## src/rtl/capture_sequencer.sv

```systemverilog
// capture_sequencer
//   Frame-capture controller on the clk_data domain. Decodes DVI control
//   tokens on channel 0 to recover VSYNC and DE. Forwards active-video words
//   with start-of-frame/line tags, either one frame or continuously, always
//   aligned to VSYNC. Measures frame geometry and abandons a frame cleanly
//   when the sink stalls.
// Ports
//   clk, rst         capture clock, synchronous active-high reset
//   in_valid/in_data 30-bit {ch2,ch1,ch0} TMDS symbols, bubbles allowed
//   arm, cont, stop  start capture (cont sampled with arm) / finish and stop
//   out_ready        sink accepts a word this cycle
//   out_valid/out_data/out_sof/out_sol  forwarded DE words, 2-cycle latency
//   busy             sequencer not idle
//   frame_done       1-cycle pulse per completely forwarded frame
//   overflow         sticky sink stall flag, cleared by arm
//   line_len, frame_lines, geom_err  geometry of the last good frame
module capture_sequencer #(
    parameter int   CNT_W  = 12,
    parameter logic VS_POL = 1'b1
) (
    input  logic             clk,
    input  logic             rst,
    input  logic             in_valid,
    input  logic [29:0]      in_data,
    input  logic             arm,
    input  logic             cont,
    input  logic             stop,
    input  logic             out_ready,
    output logic             out_valid,
    output logic [29:0]      out_data,
    output logic             out_sof,
    output logic             out_sol,
    output logic             busy,
    output logic             frame_done,
    output logic             overflow,
    output logic [CNT_W-1:0] line_len,
    output logic [CNT_W-1:0] frame_lines,
    output logic             geom_err
);

    localparam logic [9:0] TOK_00 = 10'b1101010100;
    localparam logic [9:0] TOK_01 = 10'b0010101011;
    localparam logic [9:0] TOK_10 = 10'b0101010100;
    localparam logic [9:0] TOK_11 = 10'b1010101011;
    localparam logic [CNT_W-1:0] CNT_ONE = CNT_W'(1);

    typedef enum logic [2:0] {
        S_IDLE,
        S_SYNC,
        S_VBLANK,
        S_ACTIVE,
        S_DROP
    } state_t;

    state_t state, state_nxt;

    // stage 1
    logic        is_ctrl, c1, vs_on, vs_next;
    logic        s1_valid, s1_de, s1_vs_rise, s1_vs_fall;
    logic [29:0] s1_data;
    logic        prev_de;

    // control
    logic cont_q, stop_pend, sof_pend;
    logic take_arm, fire_done, ovf_evt, emit, stop_now;

    // geometry
    logic [CNT_W-1:0] pix_cnt, line_cnt, first_len, last_len, len_eff;
    logic             err_acc, err_eff, de_fall;

    function automatic logic [CNT_W-1:0] sat_inc(input logic [CNT_W-1:0] v);
        return (&v) ? v : v + CNT_ONE;
    endfunction

    always_comb begin
        is_ctrl = 1'b1;
        c1      = 1'b0;
        case (in_data[9:0])
            TOK_00:  c1 = 1'b0;
            TOK_01:  c1 = 1'b0;
            TOK_10:  c1 = 1'b1;
            TOK_11:  c1 = 1'b1;
            default: is_ctrl = 1'b0;
        endcase
    end

    // VSYNC level only moves on valid control tokens; data words hold it.
    assign vs_next = (in_valid && is_ctrl) ? (c1 == VS_POL) : vs_on;

    always_ff @(posedge clk) begin
        if (rst) begin
            vs_on      <= 1'b0;
            s1_valid   <= 1'b0;
            s1_de      <= 1'b0;
            s1_data    <= '0;
            s1_vs_rise <= 1'b0;
            s1_vs_fall <= 1'b0;
            prev_de    <= 1'b0;
        end else begin
            vs_on      <= vs_next;
            s1_valid   <= in_valid;
            s1_de      <= in_valid & ~is_ctrl;
            s1_data    <= in_data;
            s1_vs_rise <= in_valid & vs_next & ~vs_on;
            s1_vs_fall <= in_valid & ~vs_next & vs_on;
            if (s1_valid) prev_de <= s1_de;
        end
    end

    assign busy     = (state != S_IDLE);
    assign de_fall  = s1_valid & ~s1_de & prev_de;
    assign stop_now = stop_pend | stop;
    assign ovf_evt  = (state == S_ACTIVE) & out_valid & ~out_ready;
    // The stalled cycle also suppresses the word behind it, so nothing more
    // of the aborted frame reaches the sink.
    assign emit     = s1_valid & s1_de & (state == S_ACTIVE) & ~ovf_evt;

    // A frame's last line may end on the very token that raises VSYNC, so
    // the geometry latched at frame end folds in a DE fall on that word.
    assign len_eff = de_fall ? pix_cnt : last_len;
    assign err_eff = err_acc |
                     (de_fall && (line_cnt != CNT_ONE) && (pix_cnt != first_len));

    always_ff @(posedge clk) begin
        if (rst) state <= S_IDLE;
        else     state <= state_nxt;
    end

    always_comb begin
        state_nxt = state;
        take_arm  = 1'b0;
        fire_done = 1'b0;
        case (state)
            S_IDLE: begin
                if (arm) begin
                    take_arm  = 1'b1;
                    state_nxt = S_SYNC;
                end
            end
            S_SYNC: begin
                if (stop)            state_nxt = S_IDLE;
                else if (s1_vs_rise) state_nxt = S_VBLANK;
            end
            S_VBLANK: begin
                if (stop)            state_nxt = S_IDLE;
                else if (s1_vs_fall) state_nxt = S_ACTIVE;
            end
            S_ACTIVE: begin
                if (ovf_evt) begin
                    state_nxt = S_DROP;
                end else if (s1_vs_rise) begin
                    fire_done = 1'b1;
                    state_nxt = (cont_q && !stop_now) ? S_VBLANK : S_IDLE;
                end
            end
            S_DROP: begin
                if (s1_vs_rise) state_nxt = (cont_q && !stop_now) ? S_VBLANK : S_IDLE;
            end
            default: state_nxt = S_IDLE;
        endcase
    end

    always_ff @(posedge clk) begin
        if (rst) begin
            cont_q    <= 1'b0;
            stop_pend <= 1'b0;
            overflow  <= 1'b0;
            sof_pend  <= 1'b0;
            out_valid <= 1'b0;
            out_data  <= '0;
            out_sof   <= 1'b0;
            out_sol   <= 1'b0;
        end else begin
            if (take_arm) begin
                cont_q    <= cont;
                stop_pend <= 1'b0;
                overflow  <= 1'b0;
            end else begin
                if (busy && stop) stop_pend <= 1'b1;
                if (ovf_evt)      overflow  <= 1'b1;
            end
            if (state == S_VBLANK) sof_pend <= 1'b1;
            else if (emit)         sof_pend <= 1'b0;
            out_valid <= emit;
            out_data  <= s1_data;
            out_sof   <= emit & sof_pend;
            out_sol   <= emit & ~prev_de;
        end
    end

    always_ff @(posedge clk) begin
        if (rst) begin
            pix_cnt     <= '0;
            line_cnt    <= '0;
            first_len   <= '0;
            last_len    <= '0;
            err_acc     <= 1'b0;
            frame_done  <= 1'b0;
            line_len    <= '0;
            frame_lines <= '0;
            geom_err    <= 1'b0;
        end else begin
            frame_done <= fire_done;
            if (state == S_VBLANK) begin
                pix_cnt   <= '0;
                line_cnt  <= '0;
                first_len <= '0;
                last_len  <= '0;
                err_acc   <= 1'b0;
            end else if (state == S_ACTIVE && s1_valid) begin
                if (s1_de) begin
                    pix_cnt <= sat_inc(pix_cnt);
                    if (!prev_de) line_cnt <= sat_inc(line_cnt);
                end else if (prev_de) begin
                    last_len <= pix_cnt;
                    pix_cnt  <= '0;
                    if (line_cnt == CNT_ONE)     first_len <= pix_cnt;
                    else if (pix_cnt != first_len) err_acc <= 1'b1;
                end
            end
            if (fire_done) begin
                line_len    <= len_eff;
                frame_lines <= line_cnt;
                geom_err    <= err_eff;
            end
        end
    end

endmodule

```

## config.mk

```make
export PLATFORM = sky130hd
export DESIGN_NAME = capture_sequencer
export DESIGN_NICKNAME = d
export VERILOG_FILES = /design/src/rtl/capture_sequencer.sv
export SDC_FILE = /design/constraint.sdc
export NUM_CORES = 1
export LEC_CHECK = 0
export ABC_AREA = 0
export BUFFER_PORTS_ARGS = -buffer_cell sky130_fd_sc_hd__buf_2
export CAP_MARGIN = 20
export CORE_MARGIN = 2
export CORE_UTILIZATION = 45
export DETAILED_ROUTE_END_ITERATION = 12
export PLACE_DENSITY = 0.76
export REMOVE_ABC_BUFFERS = 1
export SLEW_MARGIN = 0
export SYNTH_ARGS = -nofsm -noshare
export SYNTH_HDL_FRONTEND = slang
export SYNTH_SLANG_ARGS = --single-unit
```

## constraint.sdc

```tcl
create_clock -name clk -period 2.7 [get_ports clk]
set_clock_uncertainty 0.1 [all_clocks]
set_input_delay 0.135 -clock clk [delete_from_list [all_inputs] [get_ports clk]]
set_output_delay 0.135 -clock clk [all_outputs]
set_load 0.02 [all_outputs]
```

==> impl_metrics.csv, run 1 <==
group,metric,value,unit
run_status,status,"completed",
placement,place.gp.congestion,0.828,
detailed_routing,via_per_inst,5.02,
sta,tns,0,ps
global_route,grt-busiest-layer,"met2",
sta,finalSetupViolations,0,
final_layout,drive_gt1_frac,0.200,
placement,port_buffers,97,
global_route,grt_max_degree,99,
yosys,ys_seq_area_frac,0.528,
detailed_routing,drt_wl_total,12.9,mm
clock_tree,clkTransAtPathRegs,60,ps
yosys,synth_top_family_by_area,"simple AND/OR/NAND/NOR gates",
sta,period_needed,2330,ps
sta,post-route-period-util,0.862,
floorplanning,core,12500,sq um
clock_tree,postCtsSetupBuffers,0,
detailed_routing,firstDrtPassIters,4,
placement,dp_hpwl,7.94,mm
global_route,grt.overflow.total,0,
min_path,holdCritPathClass,"in2reg",
floorplanning,start_util,0.458,
job,maxCapViolCount,0,
global_route,grt_use_met3,0.0474,
floorplanning,die-area,13600,sq um
clock_tree,clk_latency,410,ps
critical_path,cp.arrival,2580,ps
sta,worst_pin_slew,746,ps
global_route,grt_util_met1,0.231,
detailed_routing,remaining_drc_errors,0,
detailed_routing,wl_per_cell,14.0,microns
final_layout,final_common_cell,"dfxtp_1",
yosys,synthAdderAreaFrac,0.00655,
critical_path,end_kind,"flop",
sta,hold_violations,0,
global_route,grt_first_pass_wirelength,20.5,mm
global_route,grt_pass1_vias,4340,
sta,rsz0062_at_grt,"no",
final_layout,layout_common_cells,"dfxtp_1 (151), buf_2 (97), nand2_1 (75)",
yosys,muxShareOfSynthArea,0.0245,
yosys,yosysWarningCount,0,
critical_path,cp_max_fo,12,
placement,dpl_cell_area,6310,sq um
clock_tree,h-tree-depth,4,
critical_path,criticalPathCategory,"reg2reg",
clock_tree,hold_buffers,36,
sta,fmax,0.430,GHz
power,peakVddDrop,376,uV
final_layout,postLayoutCellArea,7270,sq um
sta,drv_slew,0,
floorplanning,die_w,117,microns
global_route,track_usage,0.190,
yosys,synth.cell_area,5730,sq um
yosys,ys_ff_latch,151,
final_layout,antenna_cells,0,
floorplanning,die_h,117,microns
yosys,yosysUniqueCellTypes,55,
clock_tree,cts-root-buf,"clkbuf_16",
final_layout,fin_nets,773,
clock_tree,clk_path_buf_depth,2,
clock_tree,numCtsBuffers,17,
yosys,synthSimpleGateAreaFrac,0.248,
yosys,syn_avg_cell_area,9.31,sq um
clock_tree,cts_resized,0,
global_route,antenna_found_initial,0,
critical_path,startpoint_type,"flop",
yosys,synthArstFlopShare,0,
yosys,synth_compound_area_frac,0.112,
global_route,met2_usage,0.324,
yosys,synth_edf_count,0,
yosys,synth_xor_xnor_area_share,0.0428,
final_layout,area_growth,26.9,%
yosys,syn_inst,615,
power,p_per_area,671,nW/um^2
final_layout,nFillCells,1097,
floorplanning,ios,98,
clock_tree,cts_tree,"built",
yosys,synth_ff_type,"dfxtp_1",
detailed_routing,drtIter0Drc,305,
critical_path,cp.required,2950,ps
detailed_routing,ant_nets,0,
detailed_routing,vias,4611,
floorplanning,fp-row-count,41,
power,p_leak,0.00294,uW
sta,relSlewSlack,0.498,
clock_tree,cts_sinks,151,
[registers in the layout, summed over array words and instances, names as in the netlist, 3 cells and up]
signal and cells:
out_data 30, s1_data 30, first_len 12, frame_lines 12, last_len 12, line_cnt 12, line_len 12, pix_cnt 12
state 3
[where the power goes]
group / total (uW) / internal, uW / switching [uW]
clock network: 2360 / 1390 / 968
registers: 2290 / 2280 / 19.4
logic: 225 / 108 / 117
total: 4880 / 3770 / 1100
[cell usage after synthesis (2+ instances only)]
master,n,share of area
buf_2,12,0.010
a21oi_1,50,0.044
buf_6,2,0.0039
xnor2_1,12,0.018
nand3b_1,2,0.0026
inv_1,8,0.0052
a31oi_1,6,0.0066
xor2_1,16,0.024
nor3_1,8,0.0070
a22oi_1,2,0.0026
a311oi_1,4,0.0061
and3_1,4,0.0044
nor2_1,49,0.032
nor3b_1,5,0.0066
ha_1,3,0.0066
dfxtp_1,151,0.53
nand2b_1,5,0.0055
and4_1,2,0.0031
o21ai_0,15,0.013
clkbuf_1,27,0.018
nand4_1,5,0.0055
nor4b_1,2,0.0031
nor4bb_1,2,0.0035
nand3_1,12,0.010
mux2i_1,14,0.024
nor4_1,9,0.0098
nand2_1,75,0.049
nor2b_1,66,0.072
nor4b_2,2,0.0052
and2_1,3,0.0033
a211oi_1,18,0.024
[logic make-up after synthesis]
| family | count (synthesis) |
|---|---|
| compound gates | 104 |
| xor+xnor | 28 |
| fa+ha+maj | 3 |
| buf+inv | 50 |
| flops | 151 |
| mux | 14 |
| simple gates | 265 |
[layer usage]
| metal | share of wire | vias up |
|---|---|---|
| li1 | - | 2322 |
| met1 | 0.42 | 2162 |
| met2 | 0.52 | 109 |
| met3 | 0.040 | 18 |
| met4 | 0.015 | 0 |
| met5 | 0 | - |
[cell type report]
type                    count  area [sq um]  share of cell area
flip-flops and latches    151          3020               0.416
multi-input cells         414          2490               0.342
repair buffers            141           918               0.126
clock buffers              18           429              0.0591
well taps                 172           215              0.0296
clock inverters            14           165              0.0227
inverters                   8          30.0             0.00413
[stage by stage]
stage	worst slack [ps]	utilization	power (uW)	std cells	hold slack (ps)
floorplan	481	-	2430	573	104
global placement	656	0.504	2520	850	242
detailed placement	552	0.504	2520	850	250
CTS	399	0.581	4920	918	125
global route	229	0.581	5050	918	143
finish	372	0.581	4880	918	142
[critical path, stage by stage, from the launching register on]
cell	delay, ps
dfxtp_1	410
nor3_1	390
nand3_1	120
dlygate4sd3_1	570
a21oi_1	120
dlygate4sd3_1	560
[final timing paths]
check | from | endpoint | slack, ps | depth (start not counted)
max | state[0] | cont_q | 370 | 5
min | out_ready | out_sol | 140 | 4
max reg2reg | state[0] | cont_q | 370 | 5
min reg2reg | s1_data[22] | out_data[22] | 340 | 1
Note: power is estimated with default switching activity, not from simulation.
==> inputs of run 2 (changes only) <==
==> constraint.sdc (replaced) <==
create_clock -name clk -period 2.2 [get_ports clk]
set_clock_uncertainty 0.1 [all_clocks]
set_input_delay 0.11 -clock clk [delete_from_list [all_inputs] [get_ports clk]]
set_output_delay 0.11 -clock clk [all_outputs]
set_load 0.02 [all_outputs]
==> run 2 against run 1 <==
  * Core utilization grew 0.56 points
  * Flip-flop and latch count is the same
  * Critical path depth grew 1
  * Clock power grew 22%
  * Global-route usage grew 0.068 points
  * Count of clock-buffer cells in the layout shrank 1
  * Combinational power grew 25%
  * Wire length shrank 0.45%
  * Power grew 23%
  * Critical endpoint is now stop_pend
  * Highest routed layer unchanged
==> impl_metrics.csv, run 2 (same netlist as run 1, synthesis figures left out) <==
group,metric,value,unit
critical_path,criticalPathCategory,"reg2reg",
sta,period_needed,2060,ps
clock_tree,cts_sinks,151,
final_layout,antenna_cells,0,
global_route,grt.overflow.total,0,
clock_tree,cts_resized,0,
critical_path,r2r-start,"state[1]",
global_route,grt_pass1_vias,4402,
power,peakVddDrop,524,uV
final_layout,fin_util,0.586,
floorplanning,core,12500,sq um
detailed_routing,vias,4689,
min_path,holdCritPathClass,"in2reg",
clock_tree,numCtsBuffers,17,
clock_tree,clk_latency,420,ps
global_route,antenna_found_initial,0,
global_route,grt_max_degree,99,
floorplanning,die_w,117,microns
clock_tree,clkTransAtPathRegs,60,ps
critical_path,reg2reg_setup_slack,140,ps
floorplanning,die_h,117,microns
min_path,holdPathStages,3,
power,p_leak,0.00299,uW
critical_path,critPathTopFamily,"buffers and inverters",
critical_path,r2r_cells,6,
critical_path,r2r_end,"stop_pend",
final_layout,reg_top3,"out_data (30), s1_data (30)",
critical_path,startpoint_type,"flop",
floorplanning,fp-row-count,41,
detailed_routing,remaining_drc_errors,0,
final_layout,fin_nets,783,
placement,dp_hpwl,8.02,mm
detailed_routing,wl_per_cell,13.8,microns
placement,dpl_cell_area,6390,sq um
final_layout,postLayoutCellArea,7340,sq um
detailed_routing,drt_wl_total,12.8,mm
sta,hold_violations,0,
sta,post-route-period-util,0.937,
global_route,met2_usage,0.312,
sta,relSlewSlack,0.549,
critical_path,cp.required,2380,ps
final_layout,drive_gt1_frac,0.211,
global_route,grt-busiest-layer,"met2",
critical_path,cpMaxStageDelayCell,"dlygate4sd3_1",
critical_path,cp.arrival,2240,ps
sta,worst_pin_slew,670,ps
critical_path,critical_path.max_stage_delay,600,ps
global_route,grt_util_met1,0.233,
detailed_routing,ant_nets,0,
power,p_per_area,815,nW/um^2
final_layout,area_growth,28.1,%
clock_tree,postCtsSetupBuffers,0,
detailed_routing,via_per_inst,5.06,
clock_tree,hold_buffers,36,
min_path,hold_end,"out_data[27]",
clock_tree,h-tree-depth,4,
sta,fmax,0.485,GHz
sta,drv_slew,0,
critical_path,cp_max_fo,10,
floorplanning,die-area,13600,sq um
detailed_routing,drtIter0Drc,374,
sta,finalSetupViolations,0,
clock_tree,cts-root-buf,"clkbuf_16",
sta,hold_slack,136,ps
global_route,track_usage,0.191,
placement,place.gp.congestion,0.895,
placement,port_buffers,97,
critical_path,cp_cell_sequence,"buf_4, nor3_1, nand2_1, a22oi_1, dlygate4sd3_1, nor2_1",
clock_tree,clk_path_buf_depth,2,
final_layout,final_common_cell,"dfxtp_1",
final_layout,nFillCells,1070,
critical_path,end_kind,"flop",
critical_path,worstPathBufferInverterCount,2,
floorplanning,start_util,0.458,
min_path,min_from,"rst",
global_route,grt_first_pass_wirelength,20.4,mm
clock_tree,cts_tree,"built",
job,maxCapViolCount,0,
sta,tns,0,ps
floorplanning,ios,98,
global_route,grt_use_met3,0.0443,
sta,rsz0062_at_grt,"no",
final_layout,layout_common_cells,"dfxtp_1 (151), buf_2 (97), nand2_1 (75)",
detailed_routing,firstDrtPassIters,4,
run_status,status,"completed",
[run 2: metrics by stage]
step	worst slack [ps]	power, uW	cells
2_1_floorplan	-19.1	2980	573
3_3_place_gp	289	3090	860
3_5_place_dp	188	3100	860
4_1_cts	178	6030	927
5_1_grt	8.44	6190	927
6_report	139	5980	927
[run 2: worst min-delay path: stages]
cell     delay [ps]
buf_2           130
buf_12          230
nor2b_1         140
[run 2: area by class of cell]
class | count | area [sq um] | area share
clock buffer | 17 | 425 | 0.0580
clock inverter | 14 | 164 | 0.0223
inverter | 8 | 30.0 | 0.00409
multi-input combinational | 414 | 2490 | 0.339
sequential | 151 | 3020 | 0.412
tap | 172 | 215 | 0.0293
timing repair buffer | 151 | 993 | 0.135
[run 2: worst max-delay path by stage]
stage	to	depth (start not counted)	startpoint	slack [ps]
2_1_floorplan	pix_cnt[5]	5	state[1]	-20
3_3_place_gp	pix_cnt[9]	5	state[0]	290
3_5_place_dp	pix_cnt[9]	5	state[0]	190
4_1_cts	pix_cnt[9]	5	state[0]	180
5_1_grt	stop_pend	6	state[1]	8
6_report	stop_pend	6	state[1]	140
[run 2: power by group]
| group | internal (uW) | leakage, uW | switching, uW |
|---|---|---|---|
| Combinational | 136 | 0.00148 | 146 |
| Clock | 1700 | 0.000280 | 1180 |
| Sequential | 2790 | 0.00123 | 23.2 |
| Total | 4630 | 0.00299 | 1350 |
[run 2: routing by layer]
layer  vias to the layer above  wire length (microns)
li1                       2343                      -
met1                      2187                   5420
met2                       121                   6420
met3                        38                    503
met4                         0                    450
met5                         -                      0
